`src/rtl/ps2_host_tx.sv`:
```
// PS/2 host-to-device transmitter: inhibit, request-to-send, 8 data bits LSB first, odd parity, stop, ack.
// Define PS2_TX_GLITCH_FILTER_EN to add an 8-sample stability filter on the synchronized clock.
module ps2_host_tx #(
    parameter int INHIBIT_CYCLES = 5000,
    parameter int TIMEOUT_CYCLES = 1000000
) (
    input  logic       clk_chipset,
    input  logic       reset_n,
    input  logic [7:0] tx_data,
    input  logic       tx_valid,
    output logic       tx_ready,
    output logic       tx_done,
    output logic       ack_ok,
    output logic       tx_error,
    output logic       busy,
    input  logic       ps2_clk_in,
    input  logic       ps2_data_in,
    output logic       ps2_clk_oe,
    output logic       ps2_data_oe
);
    localparam int IW = (INHIBIT_CYCLES > 1) ? $clog2(INHIBIT_CYCLES) : 1;
    localparam int TW = (TIMEOUT_CYCLES > 1) ? $clog2(TIMEOUT_CYCLES) : 1;
    localparam logic [IW-1:0] INH_LAST = IW'(INHIBIT_CYCLES - 1);
    localparam logic [TW-1:0] TO_LAST  = TW'(TIMEOUT_CYCLES - 1);

    typedef enum logic [2:0] {
        IDLE,
        INHIBIT,
        REQ,
        SHIFT,
        WAIT_IDLE,
        DONE
    } state_t;

    state_t state, state_nx;

    logic          clk_s1, clk_s2, data_s1, data_s2;
    logic          clk_lvl, clk_prev, fe;
    logic [7:0]    byte_q;
    logic          parity;
    logic [3:0]    n;
    logic          drive;
    logic [IW-1:0] inh_cnt;
    logic [TW-1:0] to_cnt;
    logic          active, timeout_hit, accept;

    always_ff @(posedge clk_chipset or negedge reset_n) begin
        if (!reset_n) begin
            clk_s1  <= 1'b1;
            clk_s2  <= 1'b1;
            data_s1 <= 1'b1;
            data_s2 <= 1'b1;
        end else begin
            clk_s1  <= ps2_clk_in;
            clk_s2  <= clk_s1;
            data_s1 <= ps2_data_in;
            data_s2 <= data_s1;
        end
    end

`ifdef PS2_TX_GLITCH_FILTER_EN
    logic [7:0] clk_hist;
    logic       clk_filt;

    always_ff @(posedge clk_chipset or negedge reset_n) begin
        if (!reset_n) begin
            clk_hist <= '1;
            clk_filt <= 1'b1;
        end else begin
            clk_hist <= {clk_hist[6:0], clk_s2};
            if (clk_hist == '1)
                clk_filt <= 1'b1;
            else if (clk_hist == '0)
                clk_filt <= 1'b0;
        end
    end

    assign clk_lvl = clk_filt;
`else
    assign clk_lvl = clk_s2;
`endif

    always_ff @(posedge clk_chipset or negedge reset_n) begin
        if (!reset_n)
            clk_prev <= 1'b1;
        else
            clk_prev <= clk_lvl;
    end

    assign fe          = clk_prev & ~clk_lvl;
    assign active      = (state != IDLE) && (state != DONE);
    assign timeout_hit = active && (to_cnt == TO_LAST);
    assign accept      = tx_valid && (state == IDLE);

    always_ff @(posedge clk_chipset or negedge reset_n) begin
        if (!reset_n)
            state <= IDLE;
        else
            state <= state_nx;
    end

    always_comb begin
        state_nx    = state;
        tx_ready    = 1'b0;
        busy        = 1'b1;
        tx_done     = 1'b0;
        ps2_clk_oe  = 1'b0;
        ps2_data_oe = 1'b0;
        case (state)
            IDLE: begin
                tx_ready = 1'b1;
                busy     = 1'b0;
                if (tx_valid)
                    state_nx = INHIBIT;
            end
            INHIBIT: begin
                ps2_clk_oe = 1'b1;
                if (inh_cnt == INH_LAST)
                    state_nx = REQ;
            end
            REQ: begin
                ps2_data_oe = 1'b1;
                if (fe)
                    state_nx = SHIFT;
            end
            SHIFT: begin
                ps2_data_oe = drive;
                if (fe && n == 4'd10)
                    state_nx = WAIT_IDLE;
            end
            WAIT_IDLE: begin
                if (clk_lvl && data_s2)
                    state_nx = DONE;
            end
            DONE: begin
                tx_done  = 1'b1;
                state_nx = IDLE;
            end
            default: state_nx = IDLE;
        endcase
        // Timeout overrides any edge seen in the same cycle.
        if (timeout_hit)
            state_nx = IDLE;
    end

    always_ff @(posedge clk_chipset or negedge reset_n) begin
        if (!reset_n) begin
            byte_q   <= '0;
            parity   <= 1'b0;
            n        <= '0;
            drive    <= 1'b0;
            ack_ok   <= 1'b0;
            tx_error <= 1'b0;
            inh_cnt  <= '0;
            to_cnt   <= '0;
        end else begin
            tx_error <= timeout_hit;
            if (active)
                to_cnt <= to_cnt + TW'(1);
            if (state == INHIBIT)
                inh_cnt <= inh_cnt + IW'(1);
            if (accept) begin
                byte_q  <= tx_data;
                parity  <= ~^tx_data;
                to_cnt  <= '0;
                inh_cnt <= '0;
                ack_ok  <= 1'b0;
            end
            // n holds the index of the edge just acted on; the next edge drives bit n.
            if (fe && !timeout_hit) begin
                if (state == REQ) begin
                    n     <= 4'd1;
                    drive <= ~byte_q[0];
                end else if (state == SHIFT) begin
                    n <= n + 4'd1;
                    if (n <= 4'd7)
                        drive <= ~byte_q[n[2:0]];
                    else if (n == 4'd8)
                        drive <= ~parity;
                    else if (n == 4'd9)
                        drive <= 1'b0;
                    else if (n == 4'd10)
                        ack_ok <= ~data_s2;
                end
            end
        end
    end

endmodule

```
`config.mk`:
```
export PLATFORM = sky130hd
export DESIGN_NAME = ps2_host_tx
export DESIGN_NICKNAME = d
export VERILOG_FILES = /design/src/rtl/ps2_host_tx.sv
export SDC_FILE = /design/constraint.sdc
export NUM_CORES = 1
export LEC_CHECK = 0
export BUFFER_PORTS_ARGS = -buffer_cell sky130_fd_sc_hd__buf_2
export CAP_MARGIN = 20
export CORE_UTILIZATION = 40
export CTS_BUF_LIST = sky130_fd_sc_hd__clkbuf_16
export CTS_CLUSTER_DIAMETER = 60
export DETAILED_ROUTE_END_ITERATION = 8
export GPL_TIMING_DRIVEN = 0
export PLACE_DENSITY = 0.6
export SETUP_SLACK_MARGIN = 0.1
export SLEW_MARGIN = 20
export SYNTH_ARGS = -nofsm -noshare
export SYNTH_HDL_FRONTEND = slang
export SYNTH_SLANG_ARGS = --single-unit
```
`constraint.sdc`:
```
create_clock -name clk_chipset -period 1.9 [get_ports clk_chipset]
set_clock_uncertainty 0.15 [all_clocks]
set_input_delay 0.095 -clock clk_chipset [delete_from_list [all_inputs] [get_ports clk_chipset]]
set_output_delay 0.095 -clock clk_chipset [all_outputs]
set_load 0.1 [all_outputs]
```
==> results.md, run 1 <==
Pwr:
- In this run the static leakage power is a little under 2 nW.
- The internal portion of the total power is between 2 and 2.5 mW.
- Of the total power, combinational logic draws 0.032.
- The maximum resistive drop on vdd is 0.471 mV.
- The share of total power dissipated in the clock network is 0.540.
- Of the total power, the share spent switching nets is 0.213.
- The overall power of the completed layout is 2.87 mW.
- The share of power burned in registers is 0.428.
- For this design the ratio of total power to cell area is about 600 nW/um^2.
- For this design the total switching power over the nets is 610 uW.

Place:
- The HPWL after detailed placement is 4970 um.
- The number of buffers added on ports is 19.
- The routability congestion estimate is 0.764.
- OpenSTA, run right after detailed placement, puts the worst setup slack at -342 ps.

Cells and area:
- Summing all multi-input logic gate instances after layout gives between 2000 and 2500 um^2.
- The final-layout fill cell count is between 500 and 600.
- From synthesis to final layout, the design area changed by 52.5%.
- The post-layout utilization of the core is 0.643.
- 0 antenna diodes ended up in the layout.
- The area taken by flip-flops and latches is 1440 um^2.
- In the final design database the tool counted 439 nets.
- The fraction of layout cells with a size suffix above 1 is 0.388.

STA:
- The final critical-path required period is around 2000 ps.
- The transition time of the tightest slew-check pin is 763 ps.
- The final number of setup-violating endpoints is 10.
- Across all hold checks on the routed design, the worst slack comes to 91.8 ps.
- The count of pins over their slew limit is 0.
- The post-layout worst setup margin is -112 ps.
- The final count of hold timing violations is 0.
- Setup repair after global routing could not meet its margin everywhere.
- The worst pin sits at a relative slew slack of 0.491.
- Of the available clock period, the critical path in the final layout requires 1.06.
- The maximum achievable frequency is 497 MHz.
- The setup TNS is -456 ps.

Floorplanning:
- The floorplan step defined a core boundary enclosing 7410 um^2.
- The number of I/O pins is 20.
- Row generation in the floorplan step produced 31 rows.
- The area enclosed by the die boundary is 8170 um^2.
- The starting utilization of the core area is 0.422.
- The floorplan step set the die width to 90.4 um.
- The die is 90.4 um tall.

Routing:
- For this block, the via count after detailed routing is 2,911.
- The per-cell routed wire length is 17.0 um.
- The routed via count divided by cell count is 5.56.
- The detail route stage leaves a number of antenna-violating nets equal to 0.
- Wires add up to slightly below 9000 um.
- For this run, design rule violations remaining after detail routing come to 0.
- The DRC violation total after the first TritonRoute iteration is 226.
- The number of detailed-route iterations in the first pass is 4.

Synth:
- The synthesized cell area is 3130 um^2.
- The count of unique library cells instantiated by Yosys is 50.
- The cell type with the largest total area after synthesis is dfrtp_1.
- The primary flip-flop cell chosen by synthesis mapping is dfrtp_1.
- The cell count after synthesis came out at 340.
- A synthesized cell averages roughly 9.2 um^2.
- The post-synthesis net count is 359.
- Of the synthesized area, sequential elements account for 0.458.
- In the synthesized netlist the async set-or-reset flop fraction comes to 1.00.
- In the post-synthesis netlist, the biggest area contributors are dfrtp_1 42%, nand2_1 5.6%, xnor2_1 4.5%, dfstp_2 4.2%, o21ai_0 3.7%.
- The flop and latch count out of synthesis is 57.
- Yosys printed 0 warnings.
- The share of Yosys cell area claimed by the top area cell type is 0.416.
- Yosys mapped a number of flops with a built-in enable equal to 0.

GRT:
- The global-route wire length before repair is 13,900 um.
- The number of antenna violations at the first check in global routing is 0.
- The overflow left after global routing is 0.
- The pin count of the biggest net entering global routing is between 50 and 60.
- The via count of the first global-routing pass is 2,772.
- Across every metal layer, demand over resource in global routing totals 0.217.

Setup path:
- Along the worst path, the maximum fanout reaches 5.
- The worst setup path is of the flip-flop to flip-flop kind.
- The critical path depth in cells is 5.
- The worst-case reg-to-reg path depth is 5.
- The arrival time reported for the critical path endpoint is about 2100 ps.
- The delay contributed by the slowest stage of the critical path is 410 ps.
- The signal on the critical path passes through buf_6, or3b_4, or3_4, or3_1, a21oi_2.
- On the critical path, the stage with the largest delay is an instance of dfrtp_2.
- Counting both buffers and inverters, the worst setup path holds a total of 1.
- The launching element type of the critical path is a flip-flop.
- The family with the most delay on the worst path is simple AND/OR/NAND/NOR gates.
- The element type at the critical path end is a flip-flop.
- The data required time of the worst path is 2000 ps.

Flow run:
- Across the run, the number of max-cap violations was 0.

Clock tree:
- The clock sink count is 57.
- The maximum buffer depth of the clock tree is 2.
- The clock tree synthesis step divided the H-tree into 3 levels.
- The clock tree root buffer cell is clkbuf_16.
- The TritonCTS clock tree is yes.
- Clock-pin slew was measured on the worst setup and hold paths at ~50 ps.
- The clock latency of the later-clocked register in the worst-skew pair is about 330 ps.
- In this run, CTS created clock tree buffers numbering 9.

Min path:
- The classification of the worst-slack hold path is input port to flip-flop.
- The cell count of the worst hold path is 4.

Run status:
- The checks that failed: setup timing.
- The run finished, with violations left.
## synthesized netlist by cell type (2+ instances only)
master,number
and3b_1,3
o2111ai_1,3
and3_1,5
a31oi_1,2
nand2_1,47
mux2_2,3
nor4b_1,3
xnor2_1,16
and2_1,4
xor2_1,5
o31ai_1,2
nand2b_1,7
clkbuf_1,12
dfrtp_1,52
or4_1,2
o221ai_1,2
dfstp_2,5
o211ai_1,3
nand3_1,13
nand4bb_1,2
buf_2,3
or3_1,12
and4_1,3
nand4b_1,2
nor2b_1,3
a21oi_1,21
ha_1,6
nand4_1,5
inv_1,12
a22oi_1,4
nor2_1,21
nor3_1,7
o21ai_0,23
nor4_1,6
mux2i_1,4
o22ai_1,3
## power by group through the flow
stage          Combinational [mW]  Clock, mW  Sequential [mW]
5_1_grt                     0.102       1.64             1.23
2_1_floorplan              0.0275          0             1.25
3_5_place_dp               0.0723          0             1.25
3_3_place_gp               0.0716          0             1.25
6_report                   0.0908       1.55             1.23
4_1_cts                    0.0909       1.57             1.23
## cell families (layout without fill, tap and decap cells)
kind of cell | Yosys count | after routing | synth area share
DFF | 57 | 57 | 0.458
adders and majority gates | 6 | 6 | 0.0240
muxes | 8 | 8 | 0.0308
buffers and inverters | 28 | 113 | 0.0348
and+or+nand+nor | 148 | 148 | 0.249
xor gates and xnor gates | 22 | 22 | 0.0641
AOI/OAI and AO/OA | 71 | 71 | 0.139
## state kept, by name (all words and copies together) (netlist names)
name      count
data_s2       1
data_s1       1
to_cnt       20
clk_lvl       1
tx_error      1
clk_prev      1
drive         1
n             4
inh_cnt      13
byte_q        8
state         3
parity        1
ack_ok        1
clk_s1        1
## layout make-up
class                           count  area share
Timing Repair Buffer               69       0.138
Inverter                           12      0.0102
Clock buffer                        9      0.0472
Clock inverter                      7      0.0118
Multi-Input combinational cell    255       0.422
Tap cell                           99      0.0260
Sequential cell                    57       0.303
Buffer                             16      0.0425
## metal layers
| metal | GRT usage | routed length [um] | share of wire | vias up |
|---|---|---|---|---|
| met5 | 0 | 0 | 0 | - |
| met4 | 0.0739 | 140 | 0.016 | 0 |
| met3 | 0.0404 | 408 | 0.046 | 13 |
| met2 | 0.340 | 4270 | 0.48 | 69 |
| met1 | 0.301 | 4080 | 0.46 | 1442 |
| li1 | - | - | - | 1387 |
## tightest hold or removal path, delay by kind of cell
family          cells  cell delay, ps
compound gates      1              70
buf+inv             1             140
simple gates        2             220
## final timing paths
kind                                 startpoint                      end  slack, ps
min in group asynchronous               reset_n    byte_q[0]$_DFFE_PN0P_        220
max in group asynchronous               reset_n     state[1]$_DFFE_PN0P_        810
setup reg to reg           state[2]$_DFFE_PN0P_  inh_cnt[12]$_DFFE_PN0P_       -110
hold reg to reg               data_s1$_DFF_PN1_        data_s2$_DFF_PN1_        200
setup / recovery           state[2]$_DFFE_PN0P_  inh_cnt[12]$_DFFE_PN0P_       -110
hold / removal                         tx_valid    to_cnt[5]$_DFFE_PN0P_         90
## layout by cell type (no fill, tap or decap), types with 5 or more instances in the layout
cell / n
or3_4: 9
o21ai_0: 15
o21ai_1: 6
xnor2_1: 16
dfstp_2: 5
xor2_1: 5
buf_2: 13
inv_1: 11
nand4_1: 5
clkbuf_16: 13
buf_12: 7
nand2_1: 45
a21oi_2: 14
a21oi_1: 5
buf_6: 12
dfrtp_2: 9
nand2b_1: 6
dlygate4sd3_1: 11
nand3_1: 13
nor2_1: 21
dfrtp_1: 43
and3_1: 5
buf_4: 29
## per-stage QoR
step / cells / area (um^2)
2_1_floorplan: 340 / 3300
3_3_place_gp: 458 / 3520
3_5_place_dp: 458 / 3520
4_1_cts: 509 / 4470
5_1_grt: 524 / 4770
6_report: 524 / 4770
## repair_timing
item	4_1_cts	5_1_grt
gates resized for setup	91	41
setup buffers	24	12
pin swaps	19	10
hold buffers	11	0
cloned	0	4
endpoints found under the hold margin	62	0
setup endpoints to repair	38	48
Power figures use the tool's default switching activity.
==> run 2, diff against run 1 <==
- MAX_ROUTING_LAYER: unset -> met4
- PLACE_DENSITY: 0.6 -> 0.57
- clock period: 1.9 -> 2.6 ns (I/O delays scaled with it)
==> results.md, run 2 (synthesized netlist as in run 1, its figures left out) <==
STA:
- At the pin with the least slew margin, the transition time is 725 ps.
- Across all hold checks on the routed design, the worst slack comes to roughly 120 ps.
- Dividing the final minimum period by the clock period gives 0.900.
- The final count of hold timing violations is 0.
- The count of pins over their slew limit is 0.
- Counting I/O delays and the setup requirement, the final critical path takes approximately 2300 ps.
- The worst relative slew slack is 0.516.
- Based on the critical path, the design can be clocked at up to 427 MHz.
- Setup repair after global routing left no endpoint under its margin.
- The setup TNS is 0 ps.
- Setup violations remaining at the end of the flow were counted as 0.

Clock tree:
- The clock slew seen by the registers of the worst setup and hold paths is 50 ps.
- TritonCTS created 9 clock buffers.
- The H-tree level count is 3.
- The clock latency of the later-clocked register in the worst-skew pair is 330 ps.
- The TritonCTS clock tree is yes.
- Clock tree synthesis selected as its root buffer the cell clkbuf_16.
- The post-CTS setup buffer count is 0.
- For this design, the sink count on the clock tree is 57.
- No sink is reached through more buffers than the 2 on the longest clock path.

Cells and area:
- For this run, the share of the core covered by cells in the final layout is 0.509.
- The summed area of non-filler cells in the final layout is approximately 3800 um^2.
- In the final layout, the share of cells above drive strength 1 is 0.132.
- At the end of the flow, the number of nets in the layout was 400.
- The library cells used most frequently in the layout, excluding fill and tap cells, are 52 x dfrtp_1, 47 x nand2_1, 23 x o21ai_0, 21 x buf_2, 21 x nor2_1.
- The register with the most flip-flops in the layout has 20 of them.
- The most frequent standard cell in the layout excluding fill and tap cells is dfrtp_1.
- In the final layout, the registers with the most flip-flops are to_cnt (20), inh_cnt (13), byte_q (8).
- The largest register by flop count is to_cnt.
- The repair_antennas step left the layout with diodes totalling 0.
- The area growth from synthesis to layout is 20.6%.

GRT:
- Summed over all layers, the global routing overflow is 0.
- The pin count of the biggest net entering global routing is 58.
- The via count of the first global-routing pass is 2,600.
- The first global-routing pass estimated 12,400 um of wire.
- The number of antenna violations at the first check in global routing is 0.
- The overall track demand over capacity in global routing is 0.196.

Floorplanning:
- 20 I/O pins were placed.
- The starting utilization of the core area is 0.422.
- The placeable core region is 7410 um^2.
- From bottom edge to top edge, the die measures between 90 and 100 um.
- The initialized floorplan defines 31 standard-cell rows.
- The width of the chip is approximately 90 um.
- The area enclosed by the die boundary is 8170 um^2.

Run status:
- The flow ran to the end, and the final reports show no timing, DRC or antenna violations.

Setup path:
- Among cell families on the critical path, the largest total delay comes from buffers and inverters.
- The largest fanout on the critical path is 10.
- The library cell appearing most often on the critical path is clkbuf_1.
- Data arrives at the worst endpoint at roughly 2100 ps.
- The signal on the critical path passes through clkbuf_1, clkbuf_1, and3b_1, buf_2.
- The worst-case reg-to-reg path depth is 6.
- The launching element type of the critical path is a flip-flop.
- The data required time of the worst path is 2320 ps.
- The critical path crosses 4 cells after its start point.
- The cell type of the slowest stage on the worst timing path is dfrtp_1.
- The number of buffers and inverters on the critical path is 3.
- In this design, the stage delay of the slowest critical-path cell is 500 ps.
- The critical path is of the flip-flop to output port type.
- The element type at the critical path end is an output port.

Routing:
- Wires add up to 7060 um.
- In the routed layout, each cell is associated on average with a via count of 5.43.
- The number of detailed-route iterations in the first pass is 4.
- The detailed router placed 2,632 vias in this run.
- The number of antenna-violating nets in the routed design is 0.
- In the routed design, unresolved DRC markers number 0.
- In this run, the number of DRC markers left after iteration 0 of detailed routing was 149.
- The per-cell routed wire length is about 15 um.

Place:
- The congestion estimate from routability-driven global placement came to 0.793.
- During placement, the flow inserted port buffers numbering 19.
- The HPWL after detailed placement is 4730 um.
- After detailed placement, the total cell area comes to 3360 um^2.

Min path:
- The tightest min-delay check is of the input port to flip-flop type.
- The cell count of the worst hold path is 4.

Flow run:
- The number of max-cap violations is 0.

Pwr:
- In this run the power density over the cells is between 500 and 600 nW/um^2.
- Summed over all cells, the static leakage comes to approximately 1.6 nW.
- IR analysis of the VDD net gives a maximum drop of ~0.28 mV.
-- run 2: cell types whose count changed in the layout (fill, tap and decap cells not counted), moves of 7 or more --
cell | before | now
buf_4 | 29 | 1
dfrtp_2 | 9 | 0
a21oi_1 | 5 | 20
buf_6 | 12 | 0
buf_2 | 13 | 21
dfrtp_1 | 43 | 52
clkbuf_1 | 2 | 11
or3_1 | 3 | 12
a21oi_2 | 14 | 1
buf_12 | 7 | 0
o21ai_0 | 15 | 23
or3_4 | 9 | 0
-- run 2: final timing paths --
kind | start | to | slack (ps)
min | tx_valid | to_cnt[1]$_DFFE_PN0P_ | 120
min reg2reg | data_s1$_DFF_PN1_ | data_s2$_DFF_PN1_ | 210
max in group asynchronous | reset_n | byte_q[2]$_DFFE_PN0P_ | 1570
max | state[1]$_DFFE_PN0P_ | tx_done | 260
max reg2reg | state[0]$_DFFE_PN0P_ | to_cnt[3]$_DFFE_PN0P_ | 400
min in group asynchronous | reset_n | to_cnt[1]$_DFFE_PN0P_ | 260
-- run 2: tightest hold or removal path, stage by stage --
cell and delay, ps:
buf_2 130, nor3_1 70, a22oi_1 130, o21ai_0 80
-- run 2: timing repair --
| action | 4_1_cts | 5_1_grt |
|---|---|---|
| gates resized for setup | 0 | 2 |
| endpoints found under the setup margin | 0 | 1 |
| hold buffers | 11 | 0 |
| hold endpoints to repair | 62 | 0 |
-- run 2: cell type report --
cell class              instances  area (um^2)
fillers                       683         3640
multi-input cells             255         1600
flip-flops and latches         57         1430
clock buffers                   9          225
repair buffers                 30          208
well taps                      99          124
clock inverters                 7         70.1
plain buffers                  16         65.1
inverters                      12         45.0
-- run 2: routing by layer --
layer  routed length, um  vias up  track usage
met5                   0        -            -
met4                 108        0       0.0780
met3                 240       11       0.0379
met2                3350       53        0.314
met1                3360     1263        0.245
li1                    -     1305            -
-- run 2: through the flow --
step	cells	total power, mW	worst slack [ps]
after floorplan	340	0.932	125
after global routing	485	2.20	129
after detailed placement	458	0.966	378
after CTS	485	2.16	121
final	485	2.13	260
after global placement	458	0.965	447
-- run 2: report_power, final --
part | switching [mW] | internal [mW]
combinational | 0.0326 | 0.0309
clock | 0.429 | 0.738
sequential | 0.00228 | 0.895
